--- src/rtl/deser_queue_pkg.sv ---
// Shared types and helpers for the deser_queue receiver and its FIFO.
package deser_queue_pkg;

  typedef enum logic [1:0] {
    COLLECT = 2'd0,
    PUSH    = 2'd1,
    STALL   = 2'd2
  } state_e;

  function automatic int calc_len_w(input int depth);
    return $clog2(depth + 1);
  endfunction

  // Even parity over up to 64 data bits; callers zero-extend narrower words.
  function automatic logic even_parity(input logic [63:0] bits);
    return ^bits;
  endfunction

endpackage

--- src/rtl/deser_queue_fifo.sv ---
// Circular first-word-fall-through queue with registered len/full/empty.
module deser_queue_fifo
  import deser_queue_pkg::*;
#(
  parameter int DATA_WIDTH = 8,
  parameter int DEPTH      = 8,
  parameter int LEN_W      = calc_len_w(DEPTH)
) (
  input  logic                  clock,
  input  logic                  reset,
  input  logic                  push_i,
  input  logic [DATA_WIDTH-1:0] push_data_i,
  input  logic                  pop_i,
  output logic [DATA_WIDTH-1:0] head_o,
  output logic [LEN_W-1:0]      len_o,
  output logic                  full_o,
  output logic                  empty_o
);

  localparam int PTR_W = $clog2(DEPTH);

  logic [DATA_WIDTH-1:0] mem_q [DEPTH];
  logic [PTR_W-1:0]      wr_ptr_q, wr_ptr_d, rd_ptr_q, rd_ptr_d;
  logic [LEN_W-1:0]      len_q, len_d;
  logic                  full_q, full_d, empty_q, empty_d;
  logic                  do_push, do_pop;

  function automatic logic [PTR_W-1:0] ptr_inc(input logic [PTR_W-1:0] p);
    return (p == PTR_W'(DEPTH - 1)) ? '0 : p + PTR_W'(1);
  endfunction

  // A push into a full queue is only legal when the same edge frees the head slot.
  assign do_pop  = pop_i && !empty_q;
  assign do_push = push_i && (!full_q || do_pop);

  always_comb begin
    wr_ptr_d = do_push ? ptr_inc(wr_ptr_q) : wr_ptr_q;
    rd_ptr_d = do_pop  ? ptr_inc(rd_ptr_q) : rd_ptr_q;
    len_d    = len_q;
    if (do_push && !do_pop) begin
      len_d = len_q + LEN_W'(1);
    end else if (!do_push && do_pop) begin
      len_d = len_q - LEN_W'(1);
    end
    full_d  = (len_d == LEN_W'(DEPTH));
    empty_d = (len_d == '0);
  end

  always_ff @(posedge clock or negedge reset) begin
    if (!reset) begin
      wr_ptr_q <= '0;
      rd_ptr_q <= '0;
      len_q    <= '0;
      full_q   <= 1'b0;
      empty_q  <= 1'b1;
    end else begin
      wr_ptr_q <= wr_ptr_d;
      rd_ptr_q <= rd_ptr_d;
      len_q    <= len_d;
      full_q   <= full_d;
      empty_q  <= empty_d;
    end
  end

  always_ff @(posedge clock) begin
    if (do_push) begin
      mem_q[wr_ptr_q] <= push_data_i;
    end
  end

  assign head_o  = empty_q ? '0 : mem_q[rd_ptr_q];
  assign len_o   = len_q;
  assign full_o  = full_q;
  assign empty_o = empty_q;

endmodule

--- src/rtl/deser_queue.sv ---
// Serial-to-parallel receiver that pushes each assembled word into a DEPTH-entry FWFT queue.
// Define DESER_PARITY_EN to append an even-parity bit to every serial frame.
module deser_queue
  import deser_queue_pkg::*;
#(
  parameter  int DATA_WIDTH = 8,
  parameter  int DEPTH      = 8,
  parameter  int MSB_FIRST  = 1,
  localparam int LEN_W      = calc_len_w(DEPTH)
) (
  input  logic                  clock,
  input  logic                  reset,
  input  logic                  data_in,
  input  logic                  write_in,
  output logic                  status_out,
  output logic                  data_ready,
  input  logic                  dequeue_in,
  output logic [DATA_WIDTH-1:0] data_out,
  output logic [LEN_W-1:0]      len_out,
  output logic                  full_out,
  output logic                  empty_out,
  output logic                  parity_err_out
);

`ifdef DESER_PARITY_EN
  localparam int FRAME_BITS = DATA_WIDTH + 1;
`else
  localparam int FRAME_BITS = DATA_WIDTH;
`endif
  localparam int CNT_W = $clog2(FRAME_BITS);

  state_e                state_q;
  logic [DATA_WIDTH-1:0] shift_q;
  logic [CNT_W-1:0]      cnt_q;
  logic                  last_bit, space, parity_ok, push_word;
`ifdef DESER_PARITY_EN
  logic                  par_bit_q;
`endif

  function automatic logic [DATA_WIDTH-1:0] shift_in(input logic [DATA_WIDTH-1:0] s,
                                                     input logic b);
    return (MSB_FIRST != 0) ? {s[DATA_WIDTH-2:0], b} : {b, s[DATA_WIDTH-1:1]};
  endfunction

  assign last_bit = (cnt_q == CNT_W'(FRAME_BITS - 1));
  assign space    = !full_out || dequeue_in;

`ifdef DESER_PARITY_EN
  assign parity_ok      = (even_parity(64'(shift_q)) == par_bit_q);
  assign parity_err_out = (state_q == PUSH) && !parity_ok;
`else
  assign parity_ok      = 1'b1;
  assign parity_err_out = 1'b0;
`endif

  assign push_word  = (state_q != COLLECT) && parity_ok && space;
  assign data_ready = push_word;
  assign status_out = (state_q == COLLECT);

  always_ff @(posedge clock or negedge reset) begin
    if (!reset) begin
      state_q   <= COLLECT;
      shift_q   <= '0;
      cnt_q     <= '0;
`ifdef DESER_PARITY_EN
      par_bit_q <= 1'b0;
`endif
    end else begin
      case (state_q)
        COLLECT: begin
          if (write_in) begin
            cnt_q <= last_bit ? '0 : cnt_q + CNT_W'(1);
`ifdef DESER_PARITY_EN
            // The trailing parity bit is kept apart so the data word stays aligned.
            if (last_bit) par_bit_q <= data_in;
            else          shift_q   <= shift_in(shift_q, data_in);
`else
            shift_q <= shift_in(shift_q, data_in);
`endif
            if (last_bit) state_q <= PUSH;
          end
        end
        PUSH: begin
          if (!parity_ok || space) state_q <= COLLECT;
          else                     state_q <= STALL;
        end
        STALL: begin
          if (space) state_q <= COLLECT;
        end
        default: state_q <= COLLECT;
      endcase
    end
  end

  deser_queue_fifo #(
    .DATA_WIDTH(DATA_WIDTH),
    .DEPTH     (DEPTH),
    .LEN_W     (LEN_W)
  ) u_fifo (
    .clock      (clock),
    .reset      (reset),
    .push_i     (push_word),
    .push_data_i(shift_q),
    .pop_i      (dequeue_in),
    .head_o     (data_out),
    .len_o      (len_out),
    .full_o     (full_out),
    .empty_o    (empty_out)
  );

endmodule

--- config.mk ---
export PLATFORM = sky130hd
export DESIGN_NAME = deser_queue
export DESIGN_NICKNAME = d
export VERILOG_FILES = /design/src/rtl/deser_queue_pkg.sv /design/src/rtl/deser_queue_fifo.sv /design/src/rtl/deser_queue.sv
export SDC_FILE = /design/constraint.sdc
export NUM_CORES = 1
export LEC_CHECK = 0
export CAP_MARGIN = 10
export CORE_UTILIZATION = 50
export DETAILED_ROUTE_END_ITERATION = 7
export GPL_TIMING_DRIVEN = 0
export PLACE_DENSITY = 0.66
export SKIP_CTS_REPAIR_TIMING = 1
export SLEW_MARGIN = 20
export SYNTH_ARGS = -nofsm -noshare
export SYNTH_HDL_FRONTEND = slang
export SYNTH_SLANG_ARGS = --single-unit
export TNS_END_PERCENT = 100
--- constraint.sdc ---
create_clock -name clock -period 2.6 [get_ports clock]
set_input_delay 0.78 -clock clock [delete_from_list [all_inputs] [get_ports clock]]
set_output_delay 0.78 -clock clock [all_outputs]
set_load 0.02 [all_outputs]
==> results by group, run 1 <==
Pwr
  • Combinational power share: 0.357
  • Internal Power: 3286 uW
  • Sw Share: 0.3318
  • Reg power frac: 0.445
  • P_sw: roughly 1600 uW
  • Power Total: between 4000 and 5000 uW
  • VDD IR max: about 630 uV
  • Clock Power Share: 0.199
  • Power Density: about 1100 nW/um2
  • Leak: 0.001622 uW

Critical path
  • R2R Path Start: u_fifo.empty_o
  • Worst EP required: roughly 2.6 ns
  • Worst R2R End: u_fifo.mem_q[5][0]
  • Critical-path cell list: clkdlybuf4s50_1 -> nand2b_1 -> a21o_1 -> inv_2 -> nand2_1 -> nor2_2
  • Worst reg-to-reg setup slack: roughly 0.19 ns
  • Crit-path max cell delay: between 0.5 and 0.6 ns
  • CP max-delay cell: nor2_2
  • Critical path class: in -> reg
  • Crit path DAT: 2.67 ns
  • R2R depth: 6
  • Crit. End Element: flip-flop
  • Crit Path Max Fanout: 9
  • Critical path launch point type: input port

Floorplanning
  • Initial Util: 0.5261
  • Std-Cell Core Area: about 7000 um2
  • Die ar.: 7653 um2
  • Die Y: approximately 87 um
  • Row count: 30
  • I/O pin count: 22
  • Die width: 87.48 um

Logic synthesis
  • Post-Syn Area: around 3700 um2
  • Post-synthesis simple-gate area fraction: 0.07123
  • Synth Net Count: about 230
  • Cells after Synth: about 210
  • FF+latch count, synth: a little under 90
  • Multiplexer share of the synthesized area: 0.1545
  • Synth Area in XOR/XNOR: 0.01164
  • Seq/Total Area, Yosys: 0.6976
  • Yosys cell types: 37
  • Mean Syn Cell Area: between 15 and 20 um2
  • Synth Warn #: 0
  • Largest family of logic cells by synthesized area: multiplexers
  • Compound-Gate Fraction of Synth Area: 0.02055
  • Post-synthesis adder-cell area fraction: 0.02740

Clocking
  • Latest clock arrival within the worst-skew pair: between 0.3 and 0.4 ns
  • Clock-pin slew on the worst setup and hold paths: 0.08 ns
  • Clock sink count: 89
  • Clock Path Buffers: 2
  • CTS tree: done
  • CTS buffer count: 9
  • Root Buffer Master: clkbuf_8
  • Max H-tree Level: 3

Final layout
  • Antenna Diode Count: 0
  • Layout Utilization: 0.6245
  • Share of cells above drive strength 1: 0.3047
  • Commonest non-fill, non-tap cell in the layout: edfxtp_1
  • Nets: approximately 260
  • Area delta synth->final: 18.70%
  • Number of fill cells: between 500 and 600
  • Non-Filler Instances: roughly 350
  • Most frequent cells in the layout: 64 x edfxtp_1, 24 x dfrtp_1, 16 x mux4_2

STA
  • Final setup skew: about 0.012 ns
  • Slew @ Worst Pin: slightly below 0.8 ns
  • FMAX: 372.1 MHz
  • Minimum clock period: 2.688 ns
  • Count of final max-slew check failures: 0
  • Post-Route Setup TNS: -1.749 ns
  • Final Hold Violating Endpoints: 0
  • Final worst slack: -0.08776 ns
  • Relative slew slack: 0.4810
  • RSZ-0062 raised after global routing: yes
  • Final cycle utilization of the critical path: 1.034
  • Final setup viols: 24

GRT
  • Antenna violations before repair: 0
  • Largest net degree at the start of global routing: 26
  • Vias in the first global route: 1930
  • Grt ovf: 0
  • Total Routing Usage GR: 0.1922
  • First-pass GRT wire length: between 10000 and 15000 um

Detailed routing
  • First-iteration detailed-routing DRC count: ~130
  • Routed length per placed instance: between 15 and 20 um
  • Vias: between 1500 and 2000
  • Drt drc: 0
  • Routed vias/inst: between 5 and 6
  • Total wire length: approximately 6600 um
  • Initial DRT Pass Iterations: 4
  • DRT antenna net count: 0

Place
  • Worst slack, placed: -0.7159 ns
  • Dpl hpwl: 4208 um
  • GPL Wtd Cong: 0.7352
  • Placed Cells: between 300 and 400
  • Port bufs: 20

Status
  • Failing checks: negative setup slack
  • Outcome: complete, but fails checks

Run
  • Total of max-cap violations: 0

Worst hold path
  • Hold crit path type: in -> async
how the worst max path moves through the flow:
stage                       start  depth (start not counted)            endpoint
4_1_cts        u_fifo.rd_ptr_q[0]                          6         data_out[1]
2_1_floorplan          dequeue_in                          4  u_fifo.mem_q[0][0]
5_1_grt        u_fifo.rd_ptr_q[0]                          6         data_out[2]
3_3_place_gp           dequeue_in                          5  u_fifo.mem_q[0][7]
3_5_place_dp           dequeue_in                          7  u_fifo.mem_q[3][7]
6_report               dequeue_in                          6  u_fifo.mem_q[5][0]
final cells by class:
cell class	instances	area, um2	share of cell area
Multi-Input combinational cell	111	1117	0.2576
Timing Repair Buffer	28	255.2	0.05886
Inverter	4	15.01	0.003462
Clock buffer	12	135.1	0.03116
Sequential cell	89	2549	0.5877
Clock inverter	4	68.82	0.01587
Buffer	8	76.32	0.01760
Tap cell	96	120.1	0.02770
layer usage:
layer	share of wire	global-route usage	wire, um	vias to the layer above
met5	0	0	0	-
li1	-	-	-	886
met2	0.50	0.3033	3321	34
met4	0.0092	0.08793	61	0
met3	0.023	0.03697	154	6
met1	0.46	0.2604	3065	995
stage by stage:
| step | hold slack [ns] | instance area (um2) |
|---|---|---|
| floorplan | 0.4844 | 3654 |
| global placement | 0.4941 | 3974 |
| detailed placement | 0.5069 | 4008 |
| CTS | 0.4411 | 4212 |
| global route | 0.4671 | 4337 |
| finish | 0.4292 | 4337 |
registers in the layout, summed over array words and instances, names as in the netlist, 2 cells and up:
name and count:
shift_q 8, u_fifo.mem_q 64, cnt_q 3, u_fifo.len_o 4, u_fifo.rd_ptr_q 3, u_fifo.wr_ptr_q 3, state_q 2
cells by family after synthesis:
family | count (synthesis)
and+or+nand+nor | 52
xor gates and xnor gates | 4
muxes | 35
adders and majority gates | 8
DFF | 89
AOI/OAI and AO/OA | 11
buffers and inverters | 13
other | 1
Yosys cell counts, drive strengths merged:
master,number,area share
mux2,11,0.034
buf,7,0.0099
a21o,3,0.0062
o211ai,1,0.0021
inv,4,0.0041
nor3b,1,0.0034
nand2b,3,0.0051
or3,2,0.0034
nand3b,1,0.0021
nor4,2,0.0034
conb,1,0.0010
xor2,2,0.0069
dfrtp,24,0.16
nor4b,1,0.0041
and2,1,0.0017
dfstp,1,0.0072
nand3,1,0.0014
mux2i,8,0.022
nor2b,1,0.0017
xnor2,2,0.0048
o22ai,1,0.0034
and3,2,0.0034
edfxtp,64,0.53
mux4,16,0.099
a21oi,2,0.0027
nand2,15,0.015
clkbuf,2,0.0021
a22oi,1,0.0021
nor2,14,0.015
o21ai,3,0.0041
ha,8,0.027
nor3,8,0.011
power groups by stage:
stage          Sequential, uW  Clock, uW  Combinational [uW]
3_3_place_gp             2170          0                1650
6_report                 2190        978                1750
4_1_cts                  2160        997                1700
2_1_floorplan            2150          0                1080
3_5_place_dp             2190          0                1690
5_1_grt                  2230       1060                1920
worst max-delay path, delay by kind of cell:
family / cells / cell delay (ns)
and+or+nand+nor: 3 / 0.87
buffers and inverters: 2 / 0.65
AOI/OAI and AO/OA: 1 / 0.37
(Power assumes the default switching activity.)
==> run 2: changes to the inputs <==
--- a/config.mk
+++ b/config.mk
@@ -8,7 +8,6 @@
 export CAP_MARGIN = 10
 export CORE_UTILIZATION = 50
 export DETAILED_ROUTE_END_ITERATION = 7
-export GPL_TIMING_DRIVEN = 0
 export PLACE_DENSITY = 0.66
 export SKIP_CTS_REPAIR_TIMING = 1
 export SLEW_MARGIN = 20
==> results by group, run 2 (synthesis results as in run 1) <==
Critical path
  • Worst reg-to-reg setup slack: 0.67 ns (+0.48 ns)
  • CP delay by family, top: multiplexers
  • Crit. End Element: output port
  • Critical-path cell list: buf_12 -> mux4_2 -> mux2i_1 -> nor2_1 -> clkbuf_2
  • R2R Path Start: u_fifo.empty_o
  • Critical path launch point type: flip-flop
  • Crit path DAT: 1.83 ns (-0.84 ns)
  • Crit Path Max Fanout: 11 (+2)
  • R2R depth: 5 (-1)
  • Worst EP required: 1.82 ns (-0.76 ns)
  • CP max-delay cell: mux4_2
  • Crit path buffers/inverters: 2 (unchanged)
  • Worst R2R End: u_fifo.full_o
  • Critical path class: reg -> out
  • Crit-path max cell delay: 0.50 ns (-0.03 ns)

STA
  • Count of final max-slew check failures: 0 (unchanged)
  • Relative slew slack: 0.6107 (+0.1297)
  • FMAX: 383.4 MHz (+3.1%)
  • RSZ-0062 raised after global routing: yes
  • Final setup skew: 0.01250 ns (+0.0002330 ns)
  • Final worst slack: -0.008090 ns (+0.07967 ns)
  • Final cycle utilization of the critical path: 1.003 (-0.03064)
  • Final Hold Violating Endpoints: 0 (unchanged)
  • Slew @ Worst Pin: 0.5840 ns (-0.1945 ns)
  • Minimum clock period: 2.608 ns (-0.07967 ns)
  • Final setup viols: 3 (-88%)

Pwr
  • Power Total: 4718 uW (-4.1%)
  • VDD IR max: 531.7 uV (-15%)
  • Leak: 0.001658 uW (+2.3%)
  • Power Density: 1089 nW/um2 (-4.0%)

Clocking
  • Clock-pin slew on the worst setup and hold paths: 0.08 ns (about the same)
  • CTS tree: done
  • Clock Path Buffers: 2 (unchanged)
  • Latest clock arrival within the worst-skew pair: 0.35 ns (about the same)
  • Max H-tree Level: 3 (unchanged)
  • CTS buffer count: 9 (unchanged)
  • Root Buffer Master: clkbuf_8
  • Clock sink count: 89 (unchanged)

Status
  • Failing checks: negative setup slack
  • Outcome: complete, but fails checks

Final layout
  • Share of cells above drive strength 1: 0.3083 (+0.003583)
  • Area delta synth->final: 18.60% (about the same)
  • Final Cell Area: 4333 um2 (about the same)
  • Largest register by flop count: u_fifo.mem_q
  • Most frequent cells in the layout: 64 x edfxtp_1, 24 x dfrtp_1, 23 x buf_4
  • Commonest non-fill, non-tap cell in the layout: edfxtp_1
  • Nets: 274 (+3.8%)
  • Antenna Diode Count: 0 (unchanged)
  • Max reg flops: 64 (unchanged)

Floorplanning
  • I/O pin count: 22 (unchanged)
  • Die width: 87.48 um (unchanged)
  • Initial Util: 0.5261 (unchanged)
  • Std-Cell Core Area: 6944 um2 (unchanged)
  • Die Y: 87.48 um (unchanged)
  • Row count: 30 (unchanged)
  • Die ar.: 7653 um2 (unchanged)

Run
  • Total of max-cap violations: 0 (unchanged)

GRT
  • Global-route met1 utilization: 0.2508 (-0.009575)
  • M3 GR Usage: 0.03981 (+0.002844)
  • Largest net degree at the start of global routing: 26 (unchanged)
  • Layer with the highest usage: met2
  • Total Routing Usage GR: 0.1766 (-0.01559)
  • M2 GR Usage: 0.2642 (-0.03906)
  • Vias in the first global route: 1848 (-4.2%)
  • Antenna violations before repair: 0 (unchanged)
  • Grt ovf: 0 (unchanged)
  • First-pass GRT wire length: 9453 um (-7.2%)

Place
  • Port bufs: 20 (unchanged)
  • Dpl hpwl: 3946 um (-6.2%)
  • Dpl cell area: 4156 um2 (+3.7%)
  • GPL Wtd Cong: 0.7544 (+2.6%)

Worst hold path
  • Hold crit path type: reg -> reg
  • Hold worst-path end: cnt_q[1]
  • Critical hold path startpoint: cnt_q[1]
  • Hold path depth: 1

Detailed routing
  • Vias: 1893 (-1.5%)
  • First-iteration detailed-routing DRC count: 95 (-26%)
  • Drt drc: 0 (unchanged)
  • DRT antenna net count: 0 (unchanged)
  • Initial DRT Pass Iterations: 4 (unchanged)
  • Routed vias/inst: 5.229 (-4.2%)
  • Total wire length: 5947 um (-9.9%)
  • Routed length per placed instance: 16.43 um (-12%)
run 2: cell types whose count changed in the layout (fill, tap and decap cells not counted), sizes merged:
cell           delta
buf              +10
clkbuf            -6
clkinv            +2
clkinvlp          +2
dlymetal6s2s      +2
bufinv            -1
clkdlybuf4s50     +1
run 2: area by class of cell:
cell class / count / area (um2)
flip-flops and latches: 89 / 2549
repair buffers: 46 / 401.6
multi-input cells: 111 / 1052
fillers: 533 / 2611
well taps: 96 / 120.1
clock buffers: 9 / 123.9
inverters: 4 / 15.01
clock inverters: 7 / 71.32
run 2: routing by layer:
layer	wire (um)	vias to the layer above
met5	0	-
li1	-	907
met4	90	0
met1	2939	953
met2	2792	23
met3	124	10
run 2: worst max path at each step:
stage,depth (start not counted),slack [ns],end,start
2_1_floorplan,4,0.13,u_fifo.mem_q[0][0],dequeue_in
3_3_place_gp,4,-0.21,data_ready,dequeue_in
3_5_place_dp,4,-0.25,data_ready,dequeue_in
4_1_cts,5,-0.41,data_out[4],u_fifo.rd_ptr_q[0]
5_1_grt,5,-0.11,data_out[4],u_fifo.rd_ptr_q[0]
6_report,5,-0.008,data_out[4],u_fifo.rd_ptr_q[0]
run 2: metrics by stage:
step	std cells	TNS (ns)	hold WS (ns)	utilization	setup slack, ns
after floorplan	213	0	0.4844	-	0.1327
after global placement	346	-0.2397	0.4953	0.5986	-0.2057
after detailed placement	346	-0.3138	0.5047	0.5986	-0.2511
after CTS	362	-3.435	0.5239	0.6267	-0.4079
after global routing	362	-0.6933	0.5573	0.6240	-0.1068
final	362	-0.01472	0.5209	0.6240	-0.008090
run 2: report_power, final:
group	total (uW)	switching, uW	internal, uW
Sequential	2220	347	1870
Clock	910	468	442
Combinational	1590	743	848
==> RTL change 1 (flow settings as in run 1) <==
`DEPTH` is set to 8 in 2 places; all go to 16.
--- a/src/rtl/deser_queue_fifo.sv
+++ b/src/rtl/deser_queue_fifo.sv
@@ -5,3 +5,3 @@
   parameter int DATA_WIDTH = 8,
-  parameter int DEPTH      = 8,
+  parameter int DEPTH      = 16,
   parameter int LEN_W      = calc_len_w(DEPTH)
--- a/src/rtl/deser_queue.sv
+++ b/src/rtl/deser_queue.sv
@@ -6,3 +6,3 @@
   parameter  int DATA_WIDTH = 8,
-  parameter  int DEPTH      = 8,
+  parameter  int DEPTH      = 16,
   parameter  int MSB_FIRST  = 1,
Interface: changed (resized len_out); port bits go from 22 to 23. The function was not compared with the original's and may differ.
==> RTL change 1 against run 1 <==
- the run still ends with setup timing left
- sequential cell count increased by 67
- total power is 83% higher
- sequential power grew 66%
- register-to-register slack better by 0.24 ns
- worst setup slack worse by 0.31 ns
- synthesized area increased by 73%
- hold slack got worse by 0.049 ns
- final cell count is 62% higher
- utilization is 0.83 points higher
- die area rose by 71%
- wire length up 88%
- design area increased by 77%
- synthesized cell count increased by 58%
==> RTL change 1: results (changes against run 1) <==
INFO  metric outcome = finished with violations
INFO  metric violations = setup timing
INFO  metric layout.area.seq = 0.004547 sq mm (+78%)
INFO  metric portBuffers = 21 (+5.0%)
INFO  metric data_buffer_area_share = 5.788% (-1.9 points)
INFO  metric synth_mux_area_share = 15.70% (+0.25 points)
INFO  metric placedCellCount = 526 (+59%)
INFO  metric clkbuf_count = 18 (+6)
INFO  metric finalSetupViolCount = 8 (-67%)
INFO  metric r2r_slack = 0.43 ns (+0.24 ns)
INFO  metric synth_enable_flop_cells = 128 (+100%)
INFO  metric nNonClkBuffers = 49 (+36%)
INFO  metric grt_pass1_vias = 3386 (+75%)
INFO  metric hpwl = 7.510 mm (+78%)
INFO  metric multi_input_area_share = 24.24% (-1.5 points)
INFO  metric p_leak = 2.643 nW (+63%)
INFO  metric final-clk-cell-share = 7.869% (+3.2 points)
INFO  metric cts_made_buffers = 17 (+8)
INFO  metric synth_sequential_area_ratio = 71.93% (+2.2 points)
INFO  metric power.switching = 2.824 mW (+73%)
INFO  metric grt_use_total = 21.14% (+1.9 points)
INFO  metric synth_adder_area_share = 1.782% (-0.96 points)
INFO  metric finalWirelength = 12.42 mm (+88%)
INFO  metric final.setup.worst_slack = -0.4011 ns (-0.3134 ns)
INFO  metric flip_flop_and_latch_share_of_the_layout_cell_area = 59.08% (+0.31 points)
INFO  metric postSynthAreaPerCell = 18.75 sq um (+9.3%)
RTL change 1: cell types whose count changed in the layout (fill, tap and decap cells not counted), moves of 4 or more:
| cell | delta |
|---|---|
| sky130_fd_sc_hd__clkinv_2 | +5 |
| sky130_fd_sc_hd__buf_4 | +8 |
| sky130_fd_sc_hd__buf_1 | +4 |
| sky130_fd_sc_hd__o22ai_1 | +5 |
| sky130_fd_sc_hd__o21ai_0 | +4 |
| sky130_fd_sc_hd__clkbuf_8 | -9 |
| sky130_fd_sc_hd__nor2_1 | -8 |
| sky130_fd_sc_hd__clkbuf_16 | +17 |
| sky130_fd_sc_hd__mux2i_2 | +4 |
| sky130_fd_sc_hd__mux4_2 | +16 |
| sky130_fd_sc_hd__edfxtp_1 | +64 |
| sky130_fd_sc_hd__nor2_4 | +6 |
RTL change 1: per-layer routing:
metal,GRT usage [%],vias up,part of all wire [%]
met2,32.85,91,50
met5,0,-,0
met1,29.03,1659,44
li1,-,1440,-
met4,8.485,0,1.5
met3,5.241,18,5.2
==> RTL change 2 (settings of run 1) <==
Without the edit above. The 3 states of `state_e` get a one-hot encoding in 3 bits.
--- a/src/rtl/deser_queue_pkg.sv
+++ b/src/rtl/deser_queue_pkg.sv
@@ -3,6 +3,6 @@
 
-  typedef enum logic [1:0] {
-    COLLECT = 2'd0,
-    PUSH    = 2'd1,
-    STALL   = 2'd2
+  typedef enum logic [2:0] {
+    COLLECT = 3'b001,
+    PUSH    = 3'b010,
+    STALL   = 3'b100
   } state_e;
Function: same outputs for any inputs over 10 cycles, from zero or initial values and one cycle with reset low; not proved beyond that.
==> RTL change 2 against run 1 <==
- the flow still finishes with violations (setup timing)
- sequential cell count is 1 higher
- synthesized area is 2.7% higher
- total power is 0.84% lower
- clock power is 2% lower
- wire length is 0.56% higher
- design area is 2.6% higher
- count of clock-buffer cells in the layout is 3 lower
- worst setup slack better by 0.025 ns
- critical path type is now reg -> out
- largest cell class unchanged
- largest power group unchanged
- highest routed layer unchanged
==> RTL change 2: results (changes against run 1) <==
INFO  metric synth-warning-count = 0 (unchanged)
INFO  metric routedWlPerCell = 17.33 microns (-7.6%)
INFO  metric worst-r2r-cell-count = 8 (+2)
INFO  metric gr-usage-met2 = 30.00% (-0.33 points)
INFO  metric rr_startpoint = state_q[0]
INFO  metric finalSetupViolCount = 8 (-67%)
INFO  metric timing.setup.tns = -0.3306 ns (+1.418 ns)
INFO  metric portBuffers = 20 (unchanged)
INFO  metric path_max_fanout = 4 (-5)
INFO  metric worstSetupStartpoint = u_fifo.rd_ptr_q[0]
INFO  metric wirelength_met1 = 3.106 mm (+1.3%)
INFO  metric placement.cell_area = 0.004120 sq mm (+2.8%)
INFO  metric final_standard_cell_utilization_of_the_core = 61.36% (-1.1 points)
INFO  metric timing.hold.ws = 0.4109 ns (-0.01825 ns)
INFO  metric r2r_slack = 0.41 ns (+0.22 ns)
INFO  metric grt_pass1_wl = 10.31 mm (+1.1%)
INFO  metric grt_start_max_net_pins = 27 (+3.8%)
INFO  metric detail_route.iter0.violations = 83 (-35%)
INFO  metric synth_cell_types = 40 (+8.1%)
INFO  metric final_net_count = 292 (+11%)
INFO  metric nFillCells = 564 (+12%)
INFO  metric timing_worst_slew_pin_value = 0.8286 ns (+0.05008 ns)
INFO  metric crit-reg2reg-capture = u_fifo.mem_q[1][0]
INFO  metric wl_met3 = 214 microns (+39%)
INFO  metric dpl_worst_slack = -0.7002 ns (+0.01570 ns)
INFO  metric final.setup.worst_slack = -0.06245 ns (+0.02530 ns)
INFO  metric wl_met2 = 3.219 mm (-3.1%)
INFO  metric avgViaCountPerCell = 5.269 (-3.5%)
INFO  metric groute.layer.met3.usage = 5.131% (+1.4 points)
INFO  metric grt_use_total = 19.11% (-0.11 points)
INFO  metric grt_util_met1 = 25.38% (-0.65 points)
INFO  metric vdd_ir_drop_max = 0.5797 mV (-7.8%)
INFO  metric outcome = finished with violations
INFO  metric violations = setup timing
INFO  metric postSynthAreaPerCell = 15.90 sq um (-7.3%)
INFO  metric postSynth.asyncResetShare = 28.89% (+0.80 points)
INFO  metric synth_sequential_area_ratio = 68.62% (-1.1 points)
INFO  metric p_leak = 1.711 nW (+5.5%)
INFO  metric finalClockSkew = 0.008026 ns (-0.004240 ns)
INFO  metric hpwl = 4.274 mm (+1.6%)
INFO  metric top_cells_by_count_synth = sky130_fd_sc_hd__edfxtp_1, sky130_fd_sc_hd__nand2_1, sky130_fd_sc_hd__dfrtp_1
INFO  metric worst_setup_path_endpoint = data_out[1]
INFO  metric placedCellCount = 358 (+8.2%)
INFO  metric grt_pass1_vias = 1963 (+1.7%)
INFO  metric synth_nets = 249 (+10%)
INFO  metric synthTopCellsByArea = sky130_fd_sc_hd__edfxtp_1, sky130_fd_sc_hd__dfrtp_1, sky130_fd_sc_hd__mux4_2
INFO  metric most_flop_heavy_register = u_fifo.mem_q
[RTL change 2: changes by cell type in the layout (fill, tap and decap cells not counted), sizes merged, moves of 2 or more]
cell,before,now
buf,20,26
clkbuf,17,15
clkdlybuf4s50,10,8
inv,4,6
mux2,11,1
nand2,15,42
or3,2,0
xnor2,2,4
xor2,2,0
[RTL change 2: logic make-up after synthesis]
family / after synthesis / synth area share (%)
mux: 25 / 12.04
fa+ha+maj: 8 / 2.668
compound gates: 12 / 2.334
buf+inv: 14 / 1.834
xor+xnor: 4 / 1.434
flops: 90 / 68.62
simple gates: 82 / 10.97
other cells: 1 / 0.09994
[RTL change 2: final cells by class]
cell class,instances,share of cell area [%]
clock buffer,9,2.783
tap,99,2.783
clock inverter,7,1.715
multi-input combinational,132,26.23
timing repair buffer,32,6.185
sequential,90,57.86
buffer,10,2.109
inverter,4,0.3374
[RTL change 2: critical path, stage by stage (launching register included)]
cell and delay [ns]:
sky130_fd_sc_hd__dfrtp_1 0.40, sky130_fd_sc_hd__buf_12 0.14, sky130_fd_sc_hd__clkbuf_16 0.14, sky130_fd_sc_hd__mux4_2 0.49, sky130_fd_sc_hd__mux2i_1 0.16, sky130_fd_sc_hd__nor2_1 0.05
sky130_fd_sc_hd__buf_2 0.15
[RTL change 2: power by group]
group / switching [mW] / leakage [nW] / internal, mW
Clock: 0.509 / 0.0979 / 0.451
Combinational: 0.899 / 0.704 / 0.910
Sequential: 0.275 / 0.910 / 1.83
[RTL change 2: worst min path at each step]
stage,start,endpoint,cells past startpoint
floorplan,cnt_q[1],cnt_q[1],2
global placement,cnt_q[1],cnt_q[1],2
detailed placement,cnt_q[1],cnt_q[1],2
CTS,reset,u_fifo.len_o[1],1
global route,reset,cnt_q[2],1
finish,reset,u_fifo.len_o[0],1
